## src/rtl/seg7_scan_driver_pkg.sv

```systemverilog
// Shared constants for the 3-digit 7-segment scan driver: segment patterns
// (active-high, {g,f,e,d,c,b,a}) and digit index encodings.
package seg7_scan_driver_pkg;

  localparam logic [6:0] SEG_0     = 7'h3F;
  localparam logic [6:0] SEG_1     = 7'h06;
  localparam logic [6:0] SEG_2     = 7'h5B;
  localparam logic [6:0] SEG_3     = 7'h4F;
  localparam logic [6:0] SEG_4     = 7'h66;
  localparam logic [6:0] SEG_5     = 7'h6D;
  localparam logic [6:0] SEG_6     = 7'h7D;
  localparam logic [6:0] SEG_7     = 7'h07;
  localparam logic [6:0] SEG_8     = 7'h7F;
  localparam logic [6:0] SEG_9     = 7'h6F;
  localparam logic [6:0] SEG_E     = 7'h79;
  localparam logic [6:0] SEG_BLANK = 7'h00;

  typedef enum logic [1:0] {
    DIG_ONES = 2'd0,
    DIG_TENS = 2'd1,
    DIG_HUND = 2'd2
  } dig_idx_e;

  // One-hot digit enable (active-high) for a given digit index.
  function automatic logic [2:0] dig_onehot(input dig_idx_e idx);
    logic [2:0] oh;
    case (idx)
      DIG_ONES: oh = 3'b001;
      DIG_TENS: oh = 3'b010;
      DIG_HUND: oh = 3'b100;
      default:  oh = 3'b001;
    endcase
    return oh;
  endfunction

endpackage

```

## src/rtl/seg7_scan_driver_digit_dec.sv

```systemverilog
// Combinational BCD nibble to 7-segment decoder; nibbles A-F show "E",
// blank forces all segments off.
module seg7_digit_dec
  import seg7_scan_driver_pkg::*;
(
  input  logic [3:0] nibble,
  input  logic       blank,
  output logic [6:0] pattern
);

  always_comb begin
    pattern = SEG_BLANK;
    if (!blank) begin
      case (nibble)
        4'd0:    pattern = SEG_0;
        4'd1:    pattern = SEG_1;
        4'd2:    pattern = SEG_2;
        4'd3:    pattern = SEG_3;
        4'd4:    pattern = SEG_4;
        4'd5:    pattern = SEG_5;
        4'd6:    pattern = SEG_6;
        4'd7:    pattern = SEG_7;
        4'd8:    pattern = SEG_8;
        4'd9:    pattern = SEG_9;
        default: pattern = SEG_E;
      endcase
    end
  end

endmodule

```

## src/rtl/seg7_scan_driver.sv

```systemverilog
// Latches a 3-digit BCD result and time-multiplexes it onto a common-segment
// 7-segment display with leading-zero blanking and configurable polarities.
module seg7_scan_driver
  import seg7_scan_driver_pkg::*;
#(
  parameter logic [15:0] SCAN_DIV    = 16'd50000,
  parameter logic        SEG_ACT_LOW = 1'b0,
  parameter logic        DIG_ACT_LOW = 1'b0
) (
  input  logic        clk,
  input  logic        rst_n,
  input  logic [11:0] bcd_in,
  input  logic        load,
  input  logic        lzb,
  output logic [6:0]  seg,
  output logic [2:0]  dig,
  output logic        frame
);

  localparam logic [6:0] SEG_IDLE = {7{SEG_ACT_LOW}};
  localparam logic [2:0] DIG_IDLE = {3{DIG_ACT_LOW}};

  logic [15:0] presc;
  logic        tick;
  logic [11:0] bcd_reg;
  dig_idx_e    idx, idx_nxt;
  logic [3:0]  nib_sel;
  logic        blank_sel;
  logic [6:0]  pat;

  assign tick = (presc == SCAN_DIV - 16'd1);

  always_ff @(posedge clk or negedge rst_n) begin
    if (!rst_n) begin
      presc <= 16'd0;
    end else if (tick) begin
      presc <= 16'd0;
    end else begin
      presc <= presc + 16'd1;
    end
  end

  // Digit index state: advances once per slot, ones -> tens -> hundreds.
  always_ff @(posedge clk or negedge rst_n) begin
    if (!rst_n) begin
      idx <= DIG_ONES;
    end else begin
      idx <= idx_nxt;
    end
  end

  always_comb begin
    idx_nxt = idx;
    if (tick) begin
      case (idx)
        DIG_ONES: idx_nxt = DIG_TENS;
        DIG_TENS: idx_nxt = DIG_HUND;
        DIG_HUND: idx_nxt = DIG_ONES;
        default:  idx_nxt = DIG_ONES;
      endcase
    end
  end

  always_ff @(posedge clk or negedge rst_n) begin
    if (!rst_n) begin
      bcd_reg <= 12'h000;
    end else if (load) begin
      bcd_reg <= bcd_in;
    end
  end

  // Select the digit about to be shown; an invalid nibble never counts as zero.
  always_comb begin
    nib_sel   = bcd_reg[3:0];
    blank_sel = 1'b0;
    case (idx_nxt)
      DIG_TENS: begin
        nib_sel   = bcd_reg[7:4];
        blank_sel = lzb && (bcd_reg[11:8] == 4'd0) && (bcd_reg[7:4] == 4'd0);
      end
      DIG_HUND: begin
        nib_sel   = bcd_reg[11:8];
        blank_sel = lzb && (bcd_reg[11:8] == 4'd0);
      end
      default: begin
        nib_sel   = bcd_reg[3:0];
        blank_sel = 1'b0;
      end
    endcase
  end

  seg7_digit_dec u_dec (
    .nibble  (nib_sel),
    .blank   (blank_sel),
    .pattern (pat)
  );

  always_ff @(posedge clk or negedge rst_n) begin
    if (!rst_n) begin
      seg   <= SEG_IDLE;
      dig   <= DIG_IDLE;
      frame <= 1'b0;
    end else if (tick) begin
      seg   <= pat ^ SEG_IDLE;
      dig   <= dig_onehot(idx_nxt) ^ DIG_IDLE;
      frame <= (idx == DIG_HUND);
    end else begin
      frame <= 1'b0;
    end
  end

endmodule

```

## config.mk

```make
export PLATFORM = sky130hd
export DESIGN_NAME = seg7_scan_driver
export DESIGN_NICKNAME = d
export VERILOG_FILES = /design/src/rtl/seg7_scan_driver_pkg.sv /design/src/rtl/seg7_scan_driver_digit_dec.sv /design/src/rtl/seg7_scan_driver.sv
export SDC_FILE = /design/constraint.sdc
export NUM_CORES = 1
export LEC_CHECK = 0
export BUFFER_PORTS_ARGS = -buffer_cell sky130_fd_sc_hd__buf_2
export CAP_MARGIN = 15
export CORE_UTILIZATION = 30
export CTS_CLUSTER_DIAMETER = 200
export CTS_CLUSTER_SIZE = 30
export DETAILED_ROUTE_END_ITERATION = 8
export GPL_ROUTABILITY_DRIVEN = 0
export GPL_TIMING_DRIVEN = 1
export SYNTH_ARGS = -nofsm -noshare
export SYNTH_HDL_FRONTEND = slang
export SYNTH_SLANG_ARGS = --single-unit
```

## constraint.sdc

```tcl
create_clock -name clk -period 4 [get_ports clk]
set_input_delay 0.6 -clock clk [delete_from_list [all_inputs] [get_ports clk]]
set_output_delay 0.6 -clock clk [all_outputs]
set_load 0.02 [all_outputs]
```

== After elaboration in Yosys (flattened, before gate mapping) ==
Memories as Yosys holds them, arrays and structs flattened.
Cells that the tools add are included.

* $lt $le $gt $ge: 0
* Reduce and logical (&&, ||, !) cells: 5
* Eq/ne operators: 5
* Mux-type cells: 8
* Multiply operators: 0
* Div/mod/pow operators: 0
* Shift-type cells: 0
* Bitwise gates (word level): 0
* Add/subtract/negate cells: 1

{| class="wikitable"
|+ Operators with widths
! operator !! count
|-
| $add A16 B1 Y16 const B || 1
|-
| $eq A16 B16 Y1 const B || 1
|-
| $mux W16 || 1
|-
| $logic_not A4 Y1 || 2
|-
| $pmux W4 S2 || 1
|-
| $mux W7 || 1
|-
| $pmux W3 S2 || 1
|-
| $eq A2 B1 Y1 const B || 2
|-
| $eq A2 B2 Y1 const B || 2
|-
| $pmux W2 S2 || 1
|-
| $logic_and A1 B1 Y1 || 2
|-
| $logic_not A2 Y1 || 1
|-
| $mux W2 || 1
|-
| $pmux W1 S2 || 1
|-
| $mux W1 || 1
|}

* Logic and storage cells: 26
* Output and inout bits: 11
* Bits in registers: 41
* Bits in latches: 0
* Memories kept: 1
* Memory bits (read-only): 112
* RAM bits: 0

{| class="wikitable"
|+ Memory list
! memory !! depth !! width !! rd ports !! clocked after Yosys merged registers in !! wr ports !! RTL line !! RTL
|-
| (no name shown) || 16 || 7 || 1 || 0 || 0 || seg7_scan_driver_digit_dec.sv:14 || <nowiki>case (nibble)</nowiki>
|}

== Depth between registers and ports, before layout ==
An unclocked memory read counts as a cell.

* Word-level depth: 7
* Gate-level depth with buffers: 15
* Gate-level depth less buffers: 13

== By module ==
From an unflattened synthesis, not the netlist that was laid out.

* Cell total of the unflattened synthesis: 197
* Area, all modules: 2069.5 um2

{| class="wikitable"
|+ Modules (own cells, without submodules)
! module !! cells an instance !! area an instance (um2) !! instances !! seq. area each (um2)
|-
| seg7_scan_driver || 169 || 1884.3 || 1 || 1026.0
|-
| seg7_digit_dec || 28 || 185.2 || 1 || 0.0
|}

== Worst setup path after synthesis ==
OpenSTA, ideal clock, no wires.

* Path type: reg-to-reg
* Start point: register presc[10]
* End point: register seg[4]
* Library setup time: 0.136 ns
* Arrival: 3.401 ns
* Slack: 0.463 ns
* Stages on the path, launching flop included: 14
* Path through: dfrtp_1 or4_1 or4_4 buf_6 nor3_1 a21oi_1 ha_1 clkbuf_1 a221o_1 o21ai_0 ha_1 or3_1 a21oi_1 o31ai_1

* Cells in the longest elaborated chain, start to end: 6
* Elaborated cells between the ends (all ways): 8
* Classes of those cells: eq/ne (3); mux (4); memory (1)

{| class="wikitable"
|+ RTL lines
! element !! RTL line !! RTL
|-
| from (decl) || seg7_scan_driver.sv:23 || <nowiki>logic [15:0] presc;</nowiki>
|-
| from (signal assigned) || seg7_scan_driver.sv:39 || <nowiki>presc <= presc + 16'd1;</nowiki>
|-
| $eq A16 B16 Y1 (*) || seg7_scan_driver.sv:31 || <nowiki>assign tick = (presc == SCAN_DIV - 16'd1);</nowiki>
|-
| $mux W2 || seg7_scan_driver.sv:54 || <nowiki>if (tick) begin</nowiki>
|-
| $eq A2 B2 Y1 or $eq A2 B1 Y1 (tied branches) || seg7_scan_driver.sv:76 || <nowiki>case (idx_nxt)</nowiki>
|-
| $pmux W4 S2 || seg7_scan_driver.sv:76 ||
|-
| $mem_v2 Z16 W7 || -- ||
|-
| $mux W7 || seg7_scan_driver_digit_dec.sv:13 || <nowiki>if (!blank) begin</nowiki>
|-
| to (signal assigned) || seg7_scan_driver.sv:104 || <nowiki>seg <= pat ^ SEG_IDLE;</nowiki>
|-
| to (decl) || seg7_scan_driver.sv:15 || <nowiki>output logic [6:0] seg,</nowiki>
|}

Every way passes the cells marked *; elsewhere a longest branch is shown, timed or not.
A chain may end at the register's enable or synchronous reset.

== Worst setup path after layout ==
* Start point: register presc[10]
* End point: register seg[3]

* Cells in the longest elaborated chain, start to end: 6
* Elaborated cells between the ends (all ways): 8
* Classes of those cells: eq/ne (3); mux (4); memory (1)

{| class="wikitable"
|+ RTL lines
! element !! RTL line !! RTL
|-
| $eq A16 B16 Y1 (*) || seg7_scan_driver.sv:31 ||
|-
| $mux W2 (*) || seg7_scan_driver.sv:54 ||
|-
| net idx_nxt[1] || seg7_scan_driver.sv:26 || <nowiki>dig_idx_e idx, idx_nxt;</nowiki>
|-
| $eq A2 B2 Y1 or $eq A2 B1 Y1 (tied branches) || seg7_scan_driver.sv:76 ||
|-
| $pmux W4 S2 || seg7_scan_driver.sv:76 ||
|-
| $mem_v2 Z16 W7 || -- ||
|-
| $mux W7 (*) || seg7_scan_driver_digit_dec.sv:13 ||
|}

Mark *: on every way through the listed nets, which the timed path passes. The rest lies on a longest branch.

==> results.sh <==
export IMPL_seq_area_frac_synth_pct=51.2
export IMPL_overflow=0
export IMPL_rsz0062_at_grt="no"
export IMPL_period_share_pct=92.3
export IMPL_fillers=661
export IMPL_core_area_sq_mm=0.00639
export IMPL_synth_main_ff_cell="dfrtp_1"
export IMPL_power_density_mw_per_mm2=333
export IMPL_maxCapViolCount=0
export IMPL_final_layout_size_suffix_gt1_share_pct=24.8
export IMPL_ctsHoldBuffers=0
export IMPL_ys_types=41
export IMPL_root_buffer="clkbuf_8"
export IMPL_fin_worst_skew_ns=0.00249
export IMPL_fin_tns_setup_ns=0
export IMPL_avgSynthCellArea_sq_um=10.9
export IMPL_clock_latency_ns=0.28
export IMPL_synth_edf_count=0
export IMPL_ys_ff_latch=41
export IMPL_grt_pass1_vias=1433
export IMPL_intPower_mw=0.592
export IMPL_drcViolationCount=0
export IMPL_drt_iter0_drc=44
export IMPL_cts_tree="done"
export IMPL_die_w_um=83.8
export IMPL_grt_pass1_wl_um=6670
export IMPL_cts_repair_resized=0
export IMPL_rows=29
export IMPL_peakVddDrop_mv=0.146
export IMPL_synth_area_leaders="dfrtp_1 51%, mux2_2 6.7%, ha_1 5.6%, nand2_1 3.6%, xnor2_1 3.5%"
export IMPL_viasPerCell=4.96
export IMPL_p_sw_share_pct=22.7
export IMPL_detail_route_antenna_nets=0
export IMPL_wl_per_cell_um=12.9
export IMPL_p_clk_share_pct=35.2
export IMPL_numCtsBuffers=5
export IMPL_grt_max_degree=42
export IMPL_postSynthCellCount=184
export IMPL_firstDrtPassIters=4
export IMPL_io_pins=27
export IMPL_setup_violations=0
export IMPL_initial_core_util_pct=31.4
export IMPL_end_kind="register"
export IMPL_clock_path_buffers=2
export IMPL_largest_reg_flops=16
export IMPL_yosys_warnings=0
export IMPL_critPathKind="reg -> reg"
export IMPL_p_switching_mw=0.174
export IMPL_hpwlAfterDp_um=2770
export IMPL_seqPwrFrac_pct=56.9
export IMPL_synth_largest_area_cell="dfrtp_1"
export IMPL_cts_sinks=41
export IMPL_hold_viol=0
export IMPL_syn_area_sq_mm=0.00201
export IMPL_fin_nets=239
export IMPL_worst_r2r_cell_count=11
export IMPL_fp_dieH_um=83.8
export IMPL_startpoint_type="register"
export IMPL_clk_pin_slew_worst_paths_ns=0.07
export IMPL_hold_path_class="in -> async"
export IMPL_cts_setup_buffers=0
export IMPL_tightest_slew_ns=0.909
export IMPL_post_route_util_pct=36.1
export IMPL_portBuffers=26
export IMPL_antenna_found_initial=0
export IMPL_outcome="completed"
export IMPL_totalWireLength_um=3760
export IMPL_area_delta_synth_final_pct=14.9
export IMPL_fmax_mhz=271
export IMPL_cp_max_fo=19
export IMPL_ys_async_sr_fraction_pct=100
export IMPL_drv_slew=0
export IMPL_die_area_sq_mm=0.00702
export IMPL_multi_input_area_sq_um=913
export IMPL_comb_power_share_pct=7.9
export IMPL_syn_nets=209
export IMPL_ctsHtreeMaxLevel=2
export IMPL_cp_required_ns=4.21
export IMPL_synth_most_common_cell="dfrtp_1"
export IMPL_relSlewSlack_pct=39.4
export IMPL_seq_area_sq_mm=0.00103
export IMPL_leakage_nw=1.08
export IMPL_dr_total_vias=1442
export IMPL_antenna_cells=0
export IMPL_track_usage_pct=11.9
export IMPL_crit_arrival_ns=3.90
export IMPL_yosys_top_cells_count="41 x dfrtp_1, 19 x nand2_1, 12 x mux2_2, 10 x nor2_1, 9 x ha_1"
export IMPL_synth_top_area_share_pct=51.2
export IMPL_min_period_ns=3.69
## power groups by stage
stage / registers (mW) / logic [mW] / clock network (mW)
2_1_floorplan: 0.441 / 0.0388 / 0
3_3_place_gp: 0.444 / 0.0607 / 0
3_5_place_dp: 0.444 / 0.0616 / 0
4_1_cts: 0.436 / 0.0618 / 0.284
5_1_grt: 0.438 / 0.0689 / 0.296
6_report: 0.436 / 0.0606 / 0.270
## critical path, stage by stage, from the launching register on
cell	delay, ns
dfrtp_1	0.43
or4_1	0.56
or4_4	0.66
nor3b_2	0.23
a21o_1	0.15
ha_1	0.32
a221o_1	0.32
o21ai_1	0.15
ha_1	0.28
nor3_1	0.29
a211oi_1	0.08
o21ai_0	0.15
## layout by cell type, fill, tap and decap left out, types with 2 or more instances in the layout
| cell | synthesis | layout |
|---|---|---|
| xor2_1 | 4 | 4 |
| o21ai_0 | 8 | 7 |
| nor2_1 | 10 | 10 |
| nor3b_2 | 2 | 2 |
| buf_2 | 0 | 26 |
| and3_1 | 3 | 3 |
| nor3_1 | 5 | 4 |
| o31ai_1 | 3 | 3 |
| a21o_1 | 2 | 2 |
| nor4_1 | 5 | 5 |
| a21oi_1 | 6 | 6 |
| clkbuf_8 | 0 | 6 |
| nand4_1 | 4 | 4 |
| a211oi_1 | 4 | 4 |
| dfrtp_1 | 41 | 41 |
| or3_1 | 2 | 2 |
| inv_1 | 8 | 8 |
| o21ai_1 | 3 | 4 |
| ha_1 | 9 | 9 |
| nand2_1 | 19 | 19 |
| a22oi_1 | 2 | 2 |
| xnor2_1 | 8 | 8 |
| nand3_1 | 3 | 3 |
| mux2_2 | 12 | 12 |
| buf_4 | 0 | 3 |
## cell type report
class	count	area share [%]
clock buffers	7	3.75
inverters	8	1.30
flip-flops and latches	41	44.5
repair buffers	29	6.62
well taps	77	4.18
multi-input cells	129	39.6
## logic make-up after synthesis
kind of cell | Yosys count | synth area share, %
simple gates | 63 | 17.2
fa+ha+maj | 9 | 5.61
mux | 12 | 6.74
flops | 41 | 51.2
buf+inv | 14 | 3.56
xor+xnor | 12 | 5.24
compound gates | 33 | 10.5
## routing by layer
| layer | GRT usage (%) | wire length, um | up-vias |
|---|---|---|---|
| li1 | - | - | 712 |
| met1 | 15.6 | 1830 | 703 |
| met2 | 19.0 | 1760 | 22 |
| met3 | 2.77 | 128 | 5 |
| met4 | 4.62 | 43 | 0 |
| met5 | 0 | 0 | - |
## metrics by stage
stage                     setup WS [ns]  cell area [sq um]  instances  total power, mW  hold slack (ns)
after floorplan                   0.463               2010        184            0.479            0.304
after global placement            0.356               2210        284            0.505            0.461
after detailed placement          0.251               2210        284            0.506            0.466
after CTS                         0.215               2300        291            0.782            0.466
after global routing             0.0407               2300        291            0.802            0.499
final                             0.310               2300        291            0.766            0.444
## path summary, 6_finish.rpt
check                              to  slack [ns]       from
max                            seg[3]        0.31  presc[10]
max reg2reg                    seg[3]        0.31  presc[10]
max in group asynchronous  bcd_reg[3]        3.00      rst_n
min reg2reg                    dig[2]        0.48     dig[2]
min in group clk               dig[2]        0.48     dig[2]
min                          presc[7]        0.44      rst_n
(Power assumes the default switching activity.)
